File: src/rtl/rom_reader_multichannel.sv
// Reads words from a bank of parallel ROM sockets: single reads stepped by buttons, or a full scan.
// Define ROM_READER_DEBOUNCE_EN to add a per-button debounce filter after the synchronizers.
module rom_reader_multichannel #(
  parameter int unsigned DATA_WIDTH      = 8,
  parameter int unsigned ADDRESS_WIDTH   = 9,
  parameter int unsigned CHANNELS        = 2,
  parameter int unsigned SETTLE_CYCLES   = 4,
  parameter int unsigned DEBOUNCE_CYCLES = 16,
  localparam int unsigned CH_W = (CHANNELS > 1) ? $clog2(CHANNELS) : 1
) (
  input  logic                     clk,
  input  logic                     reset_n,
  input  logic [CH_W-1:0]          channel_select,
  input  logic                     increment_address,
  input  logic                     decrement_address,
  input  logic                     scan_start,
  input  logic [DATA_WIDTH-1:0]    chip_data_in,
  output logic [ADDRESS_WIDTH-1:0] chip_address,
  output logic [CHANNELS-1:0]      chip_selection,
  output logic [DATA_WIDTH-1:0]    data_out,
  output logic                     data_valid,
  output logic                     busy,
  output logic                     scan_done,
  output logic                     channel_error
);

  localparam int unsigned SW = (SETTLE_CYCLES > 1) ? $clog2(SETTLE_CYCLES) : 1;
  localparam logic [SW-1:0] SETTLE_LAST = SW'(SETTLE_CYCLES - 1);
  localparam logic [ADDRESS_WIDTH-1:0] ADDR_ONE = ADDRESS_WIDTH'(1);
  localparam logic [ADDRESS_WIDTH-1:0] ADDR_MAX = '1;
  localparam logic [CH_W:0] CH_LIMIT = (CH_W + 1)'(CHANNELS);

  if (SETTLE_CYCLES < 1 || DEBOUNCE_CYCLES < 1 || CHANNELS < 1) begin : g_bad_params
    $error("rom_reader_multichannel: SETTLE_CYCLES, DEBOUNCE_CYCLES and CHANNELS must be >= 1");
  end

  // Button bit order: {scan_start, decrement_address, increment_address}
  logic [2:0] btn_sync1_q, btn_sync2_q, btn_level, btn_prev_q, btn_rise;

  always_ff @(posedge clk) begin
    if (!reset_n) begin
      btn_sync1_q <= '0;
      btn_sync2_q <= '0;
      btn_prev_q  <= '0;
    end else begin
      btn_sync1_q <= {scan_start, decrement_address, increment_address};
      btn_sync2_q <= btn_sync1_q;
      btn_prev_q  <= btn_level;
    end
  end

`ifdef ROM_READER_DEBOUNCE_EN
  localparam int unsigned DB_W = $clog2(DEBOUNCE_CYCLES + 1);
  localparam logic [DB_W-1:0] DB_FULL = DB_W'(DEBOUNCE_CYCLES);

  logic [2:0]      db_cand_q, db_level_q;
  logic [DB_W-1:0] db_cnt_q [3];
  logic [DB_W-1:0] db_cnt_d [3];

  // Run length of identical synchronized samples, saturating once the level is accepted.
  always_comb begin
    for (int i = 0; i < 3; i++) begin
      if (btn_sync2_q[i] != db_cand_q[i]) begin
        db_cnt_d[i] = DB_W'(1);
      end else if (db_cnt_q[i] != DB_FULL) begin
        db_cnt_d[i] = db_cnt_q[i] + DB_W'(1);
      end else begin
        db_cnt_d[i] = db_cnt_q[i];
      end
    end
  end

  always_ff @(posedge clk) begin
    if (!reset_n) begin
      db_cand_q  <= '0;
      db_level_q <= '0;
      for (int i = 0; i < 3; i++) db_cnt_q[i] <= DB_FULL;
    end else begin
      db_cand_q <= btn_sync2_q;
      for (int i = 0; i < 3; i++) begin
        db_cnt_q[i] <= db_cnt_d[i];
        if (db_cnt_d[i] == DB_FULL) db_level_q[i] <= btn_sync2_q[i];
      end
    end
  end

  assign btn_level = db_level_q;
`else
  assign btn_level = btn_sync2_q;
`endif

  assign btn_rise = btn_level & ~btn_prev_q;

  logic scan_ev, step_up, step_down, channel_valid, start_read;

  assign channel_error = ({1'b0, channel_select} >= CH_LIMIT);
  assign channel_valid = ~channel_error;
  assign scan_ev       = btn_rise[2];
  // Simultaneous up and down cancel each other.
  assign step_up       = btn_rise[0] & ~btn_rise[1];
  assign step_down     = btn_rise[1] & ~btn_rise[0];

  typedef enum logic [1:0] {StIdle, StSelect, StCapture, StAdvance} state_e;

  state_e          state_q;
  logic            start_q, scan_q;
  logic [CH_W-1:0] chan_q;
  logic [SW-1:0]   settle_q;

  assign start_read = channel_valid & (start_q | scan_ev | step_up | step_down);

  function automatic logic [CHANNELS-1:0] select_mask(input logic [CH_W-1:0] ch);
    logic [CHANNELS-1:0] mask;
    mask     = '1;
    mask[ch] = 1'b0;
    return mask;
  endfunction

  always_ff @(posedge clk) begin
    if (!reset_n) begin
      state_q        <= StIdle;
      start_q        <= 1'b1;
      scan_q         <= 1'b0;
      chan_q         <= '0;
      settle_q       <= '0;
      chip_address   <= '0;
      chip_selection <= '1;
      data_out       <= '0;
      data_valid     <= 1'b0;
      busy           <= 1'b0;
      scan_done      <= 1'b0;
    end else begin
      data_valid <= 1'b0;
      scan_done  <= 1'b0;
      unique case (state_q)
        StIdle: begin
          // The first cycle out of reset reads address 0 and ignores buttons.
          start_q <= 1'b0;
          if (start_q || scan_ev) begin
            chip_address <= '0;
          end else if (step_up) begin
            chip_address <= chip_address + ADDR_ONE;
          end else if (step_down) begin
            chip_address <= chip_address - ADDR_ONE;
          end
          if (start_read) begin
            state_q        <= StSelect;
            scan_q         <= scan_ev & ~start_q;
            chan_q         <= channel_select;
            chip_selection <= select_mask(channel_select);
            settle_q       <= '0;
            busy           <= 1'b1;
          end
        end
        StSelect: begin
          if (settle_q == SETTLE_LAST) begin
            data_out       <= chip_data_in;
            data_valid     <= 1'b1;
            chip_selection <= '1;
            state_q        <= StCapture;
          end else begin
            settle_q <= settle_q + SW'(1);
          end
        end
        StCapture: begin
          if (scan_q && chip_address != ADDR_MAX) begin
            state_q <= StAdvance;
          end else begin
            state_q   <= StIdle;
            busy      <= 1'b0;
            scan_done <= scan_q;
            scan_q    <= 1'b0;
          end
        end
        StAdvance: begin
          chip_address   <= chip_address + ADDR_ONE;
          chip_selection <= select_mask(chan_q);
          settle_q       <= '0;
          state_q        <= StSelect;
        end
        default: state_q <= StIdle;
      endcase
    end
  end

endmodule

File: config.mk
export PLATFORM = sky130hd
export DESIGN_NAME = rom_reader_multichannel
export DESIGN_NICKNAME = d
export VERILOG_FILES = /design/src/rtl/rom_reader_multichannel.sv
export SDC_FILE = /design/constraint.sdc
export NUM_CORES = 1
export LEC_CHECK = 0
export CORE_MARGIN = 2
export CORE_UTILIZATION = 25
export DETAILED_ROUTE_END_ITERATION = 12
export PLACE_DENSITY = 0.56
export SYNTH_ARGS = -nofsm -noshare
export SYNTH_HDL_FRONTEND = slang
export SYNTH_SLANG_ARGS = --single-unit
File: constraint.sdc
create_clock -name clk -period 2.5 [get_ports clk]
set_input_delay 0.25 -clock clk [delete_from_list [all_inputs] [get_ports clk]]
set_output_delay 0.25 -clock clk [all_outputs]
set_load 0.03 [all_outputs]
==> impl_metrics.json, run 1 <==
{
  "clkSlewWorstSetupHoldPaths_ns": 0.07,
  "clkSinkCount": 38,
  "cts_resized": 0,
  "rows": 31,
  "finalSetupViolations": 0,
  "drc": 0,
  "port_buffers": 35,
  "hold_buffers": 0,
  "rsz0062_at_grt": "no",
  "cp.arrival_ns": 2.26,
  "syn_avg_cell_area_um2": 8.65,
  "final_nets": 274,
  "via_per_inst": 4.54,
  "antenna_cells": 0,
  "power.density_nw_per_um2": 1000,
  "die_area_um2": 8110,
  "fillers": 803,
  "yosys.area_share.simple_pct": 25.0,
  "synth_top_family_by_area": "simple AND/OR/NAND/NOR gates",
  "worstSetupStartpointType": "flip-flop",
  "cts_tree": "built",
  "dr.first_iter.drc_count": 109,
  "gr-total-overflow": 0,
  "clk_latency_ns": 0.29,
  "synth.ff_latch_count": 38,
  "cpPeakStageDelay_ns": 0.49,
  "cts_buffers": 5,
  "synthToLayoutAreaGrowth_pct": 27.8,
  "synthAdderAreaFrac_pct": 7.43,
  "synth_area_um2": 1850,
  "fp.coreArea_um2": 7210,
  "r2r_cells": 8,
  "multi_input_area_um2": 1010,
  "required_ns": 2.64,
  "seq_area_frac_synth_pct": 41.1,
  "place.gp.congestion": 0.824,
  "cp_max_fo": 10,
  "grt_pass1_vias": 1531,
  "hold_path_class": "flip-flop to flip-flop",
  "antenna_found_initial": 0,
  "worstPathCellList": "and4_2 -> and4_1 -> ha_1 -> and3b_1 -> a31oi_1 -> o21ai_0 -> mux2i_1 -> nor2_1",
  "synth_compound_area_share_pct": 18.8,
  "layout-drive-gt1-share_pct": 7.66,
  "synth_xor_area_share_pct": 1.42,
  "maxCapViolations": 0,
  "die_h_um": 90.1,
  "first_pass_iters": 4,
  "grt_use_total_pct": 10.6,
  "fin_crit_ns": 2.12,
  "ir_worst_vdd_mv": 0.328,
  "seq_area_um2": 761,
  "die_w_um": 90.1,
  "fin_crit_sh_pct": 84.7,
  "wl_mm": 4.07,
  "power_leakage_uw": 0.000891,
  "holdWs_ns": 0.431,
  "grt_max_degree": 25,
  "ys_types": 53,
  "postCtsSetupBuffers": 0,
  "ioPinCount": 37,
  "start_util_pct": 25.7,
  "slew_headroom_pct": 46.1,
  "status": "completed",
  "htreeDepth": 2,
  "cts_buffer_depth": 2,
  "num_vias": 1574,
  "max_freq_mhz": 472,
  "tns_ns": 0,
  "end_kind": "flip-flop",
  "detail-route-antenna-nets": 0,
  "drv_slew": 0,
  "critPathKind": "flip-flop to flip-flop",
  "tightest_slew_ns": 0.807,
  "routedWlPerCell_um": 11.7,
  "grt_pass1_wl_mm": 7.14,
  "fin_skew_ns": 0.00809,
  "hold_violations": 0,
  "min_delay_path_depth": 1,
  "dpl_worst_slack_ns": 0.413,
  "synth_mux_area_share_pct": 1.62,
  "syn-num-nets": 239,
  "yosysWarnings": 0,
  "cts_root_buffer": "clkbuf_8",
  "hpwlAfterDp_mm": 2.94,
  "setup_ws_ns": 0.382,
  "slowest_stage": "dfxtp_1",
  "synth_cells": 214
}
## worst max-delay path: cells and delay by family (launching register included)
family | cells | cell delay (ns)
AO/OA/AOI/OAI | 2 | 0.37
AND/OR/NAND/NOR | 4 | 0.77
multiplexers | 1 | 0.16
flip-flops | 1 | 0.49
adder cells (fa/ha/maj) | 1 | 0.18
## state kept, by name, summed over array words and instances (netlist names)
signal / flops
btn_level: 3
btn_prev_q: 3
btn_sync1_q: 3
busy: 1
chan_q: 1
chip_address: 9
chip_selection: 2
data_out: 8
data_valid: 1
scan_done: 1
scan_q: 1
settle_q: 2
start_q: 1
state_q: 2
## report_power, final
group / internal (µW) / switching [µW] / leakage, µW
registers: 709 / 131 / 0.000311
clock network: 213 / 197 / 0.0000431
logic: 510 / 610 / 0.000537
## synth_stat cells (all sizes together)
| library cell | number | area [µm²] |
|---|---|---|
| a211o | 1 | 8.76 |
| a211oi | 1 | 7.51 |
| a21oi | 21 | 109 |
| a22o | 1 | 8.76 |
| a22oi | 1 | 7.51 |
| a311oi | 1 | 8.76 |
| a31o | 2 | 17.5 |
| a31oi | 4 | 25.0 |
| a32oi | 1 | 8.76 |
| and2 | 11 | 70.1 |
| and2b | 2 | 18.8 |
| and3b | 2 | 17.5 |
| and4 | 2 | 18.8 |
| buf | 4 | 33.8 |
| clkbuf | 4 | 15.0 |
| conb | 1 | 3.75 |
| dfxtp | 38 | 761 |
| ha | 11 | 138 |
| inv | 9 | 33.8 |
| mux2i | 3 | 30.0 |
| nand2 | 30 | 113 |
| nand2b | 4 | 25.0 |
| nand3 | 2 | 10.0 |
| nand3b | 3 | 22.5 |
| nand4 | 2 | 12.5 |
| nor2 | 17 | 68.8 |
| nor2b | 2 | 12.5 |
| nor3 | 5 | 25.0 |
| nor4 | 1 | 6.26 |
| o211ai | 4 | 35.0 |
| o21a | 1 | 7.51 |
| o21ai | 9 | 45.0 |
| o221ai | 1 | 8.76 |
| o22ai | 1 | 6.26 |
| o2bb2ai | 1 | 8.76 |
| o311a | 1 | 10.0 |
| o32ai | 1 | 8.76 |
| o41ai | 1 | 16.3 |
| or2 | 2 | 12.5 |
| or3b | 1 | 11.3 |
| or4 | 2 | 18.8 |
| xnor2 | 2 | 17.5 |
| xor2 | 1 | 8.76 |
## cell type report
cell class	count	area share (%)
multi-input cells	159	42.6
well taps	99	5.23
clock buffers	6	3.49
repair buffers	36	15.1
inverters	9	1.43
flip-flops and latches	38	32.1
## logic make-up after synthesis
logic type               after synthesis
multiplexers                           3
other                                  1
adder cells (fa/ha/maj)               11
XOR/XNOR                               3
flip-flops                            38
buffers and inverters                 17
AO/OA/AOI/OAI                         53
AND/OR/NAND/NOR                       88
## metal layers
metal / part of all wire, % / global-route usage, % / up-vias
li1: - / - / 820
met1: 49 / 13.4 / 729
met2: 46 / 17.4 / 20
met3: 3.5 / 2.85 / 5
met4: 1.3 / 3.85 / 0
met5: 0 / 0 / -
## final timing paths
check	startpoint	to	slack [ns]
min reg2reg	btn_sync1_q[2]	btn_level[2]	0.43
max	chip_address[2]	scan_q	0.38
min	btn_sync1_q[2]	btn_level[2]	0.43
max reg2reg	chip_address[2]	scan_q	0.38
## cells in the final DEF (no fill, tap or decap), types with 5 or more instances in the layout
master           netlist  routed
ha_1                  11      11
o21ai_0                5       5
and2_1                10      10
a21oi_1               20      20
nand2_1               30      30
dfxtp_1               38      38
clkdlybuf4s50_1        0      35
clkbuf_8               0       6
nor2_1                15      15
nor3_1                 5       5
inv_1                  9       9
## metrics by stage
step | util [%] | total power, µW | area, µm² | instances
after floorplan | - | 1670 | 1850 | 214
after global placement | 31.7 | 1970 | 2280 | 341
after detailed placement | 31.7 | 1970 | 2280 | 341
after CTS | 32.8 | 2400 | 2370 | 347
after global routing | 32.8 | 2550 | 2370 | 347
final | 32.8 | 2370 | 2370 | 347
No activity file was read; power rests on OpenSTA's default activity.
==> inputs of run 2 (changes only) <==
Settings changed: PLACE_DENSITY 0.56 to 0.57.
Clock period 2.5 ns to 1.9 ns, I/O delays scaled along.
==> impl_metrics.json, run 2 (synthesized netlist as in run 1, its figures left out) <==
{
  "status": "finished, violations left",
  "failed_checks": "negative setup slack",
  "port_buffers": 35,
  "ir_worst_vdd_mv": 0.719,
  "power_leakage_uw": 0.00103,
  "clkSlewWorstSetupHoldPaths_ns": 0.07,
  "final_nets": 299,
  "fin_crit_sh_pct": 100,
  "first_pass_iters": 4,
  "clkSinkCount": 38,
  "largest_register_ffs": 9,
  "cts_buffer_depth": 2,
  "detail-route-antenna-nets": 0,
  "maxCapViolations": 0,
  "critPathKind": "flip-flop to flip-flop",
  "num_vias": 1720,
  "drv_slew": 0,
  "reg2reg_slack_ns": -0.0008,
  "place.gp.congestion": 0.828,
  "cp_max_fo": 3,
  "die_area_um2": 8110,
  "largest-register": "chip_address",
  "reg_top3": "chip_address: 9 flops, data_out: 8 flops",
  "power.density_nw_per_um2": 1330,
  "gr-total-overflow": 0,
  "dp.cells": 366,
  "antenna_cells": 0,
  "fin_crit_ns": 1.90,
  "grt_pass1_wl_mm": 7.53,
  "htreeDepth": 2,
  "final_cell_mix": "clkdlybuf4s50_1, dfxtp_1, nand2_1, buf_4, a21oi_1",
  "synthToLayoutAreaGrowth_pct": 40.6,
  "layout_commonest_cell": "clkdlybuf4s50_1",
  "die_w_um": 90.1,
  "cts_buffers": 5,
  "rows": 31,
  "layout-drive-gt1-share_pct": 20.7,
  "clk_latency_ns": 0.29,
  "grt_max_degree": 16,
  "antenna_found_initial": 0,
  "hold_path_class": "flip-flop to flip-flop",
  "cts_tree": "built",
  "die_h_um": 90.1,
  "worstSetupStartpointType": "flip-flop",
  "setup_ws_ns": -0.000823,
  "rsz0062_at_grt": "yes",
  "hold_violations": 0,
  "grt_pass1_vias": 1632,
  "end_kind": "flip-flop",
  "ioPinCount": 37,
  "fin_skew_ns": 0.00627,
  "wl_mm": 4.45,
  "postCtsSetupBuffers": 0,
  "required_ns": 2.08,
  "tns_ns": -0.000823,
  "finalPower_uw": 3460,
  "cts_root_buffer": "clkbuf_8",
  "finalSetupViolations": 1,
  "finalNonFillerCells": 374,
  "hpwlAfterDp_mm": 3.37,
  "via_per_inst": 4.60,
  "drc": 0,
  "cp.arrival_ns": 2.08,
  "utilization_pct": 36.1,
  "max_freq_mhz": 526,
  "grt_use_total_pct": 11.1,
  "routedWlPerCell_um": 11.9,
  "fp.coreArea_um2": 7210,
  "dr.first_iter.drc_count": 28,
  "start_util_pct": 25.7
}
## run 2: cell types whose count changed in the layout (fill, tap and decap cells not counted), moves of 3 or more
cell / change
dfxtp_2: +4
dfxtp_1: -7
dfxtp_4: +3
buf_4: +25
## run 2: per-stage QoR
| step | cell area, µm² | hold WS [ns] | setup WS, ns |
|---|---|---|---|
| CTS | 2590 | 0.433 | -0.00919 |
| global placement | 2490 | 0.418 | 0.0272 |
| floorplan | 1870 | 0.317 | -0.0264 |
| finish | 2600 | 0.435 | -0.000823 |
| detailed placement | 2490 | 0.422 | 0.00411 |
| global route | 2600 | 0.434 | -0.123 |
## run 2: cell type report
type,count,area [µm²]
Sequential cell,38,777
Tap cell,99,124
Fill cell,773,4610
Inverter,9,33.8
Clock inverter,2,12.5
Timing Repair Buffer,61,546
Multi-Input combinational cell,159,1030
Clock buffer,6,82.6
## run 2: power by group
part	switching [µW]	internal, µW	total, µW
clock	282	291	574
sequential	98.1	950	1050
combinational	953	888	1840
## run 2: what timing repair did
action / in CTS / in global routing
endpoints found under the setup margin: 2 / 9
hold buffers: 0 / 0
pin swaps: 0 / 1
gates resized for setup: 1 / 5
## run 2: final timing paths
| kind | from | end | cells after the start |
|---|---|---|---|
| max | chip_address[1] | chip_address[8] | 7 |
| min | btn_sync1_q[0] | btn_level[0] | 1 |
| max reg2reg | chip_address[1] | chip_address[8] | 7 |
| min reg2reg | btn_sync1_q[0] | btn_level[0] | 1 |
## run 2: routing by layer
metal	track usage (%)	vias to the layer above	routed length, µm	part of all wire (%)
met2	19.1	24	2120	48
met5	0	-	0	0
met1	13.3	825	2110	47
met3	3.10	6	164	3.7
met4	3.85	0	58	1.3
li1	-	865	-	-
## run 2: worst max-delay path: stages (launching register included)
cell	delay [ns]
dfxtp_4	0.35
inv_1	0.07
ha_1	0.16
or3b_4	0.38
or4_4	0.45
o211ai_2	0.15
a21oi_1	0.08
a31o_1	0.18
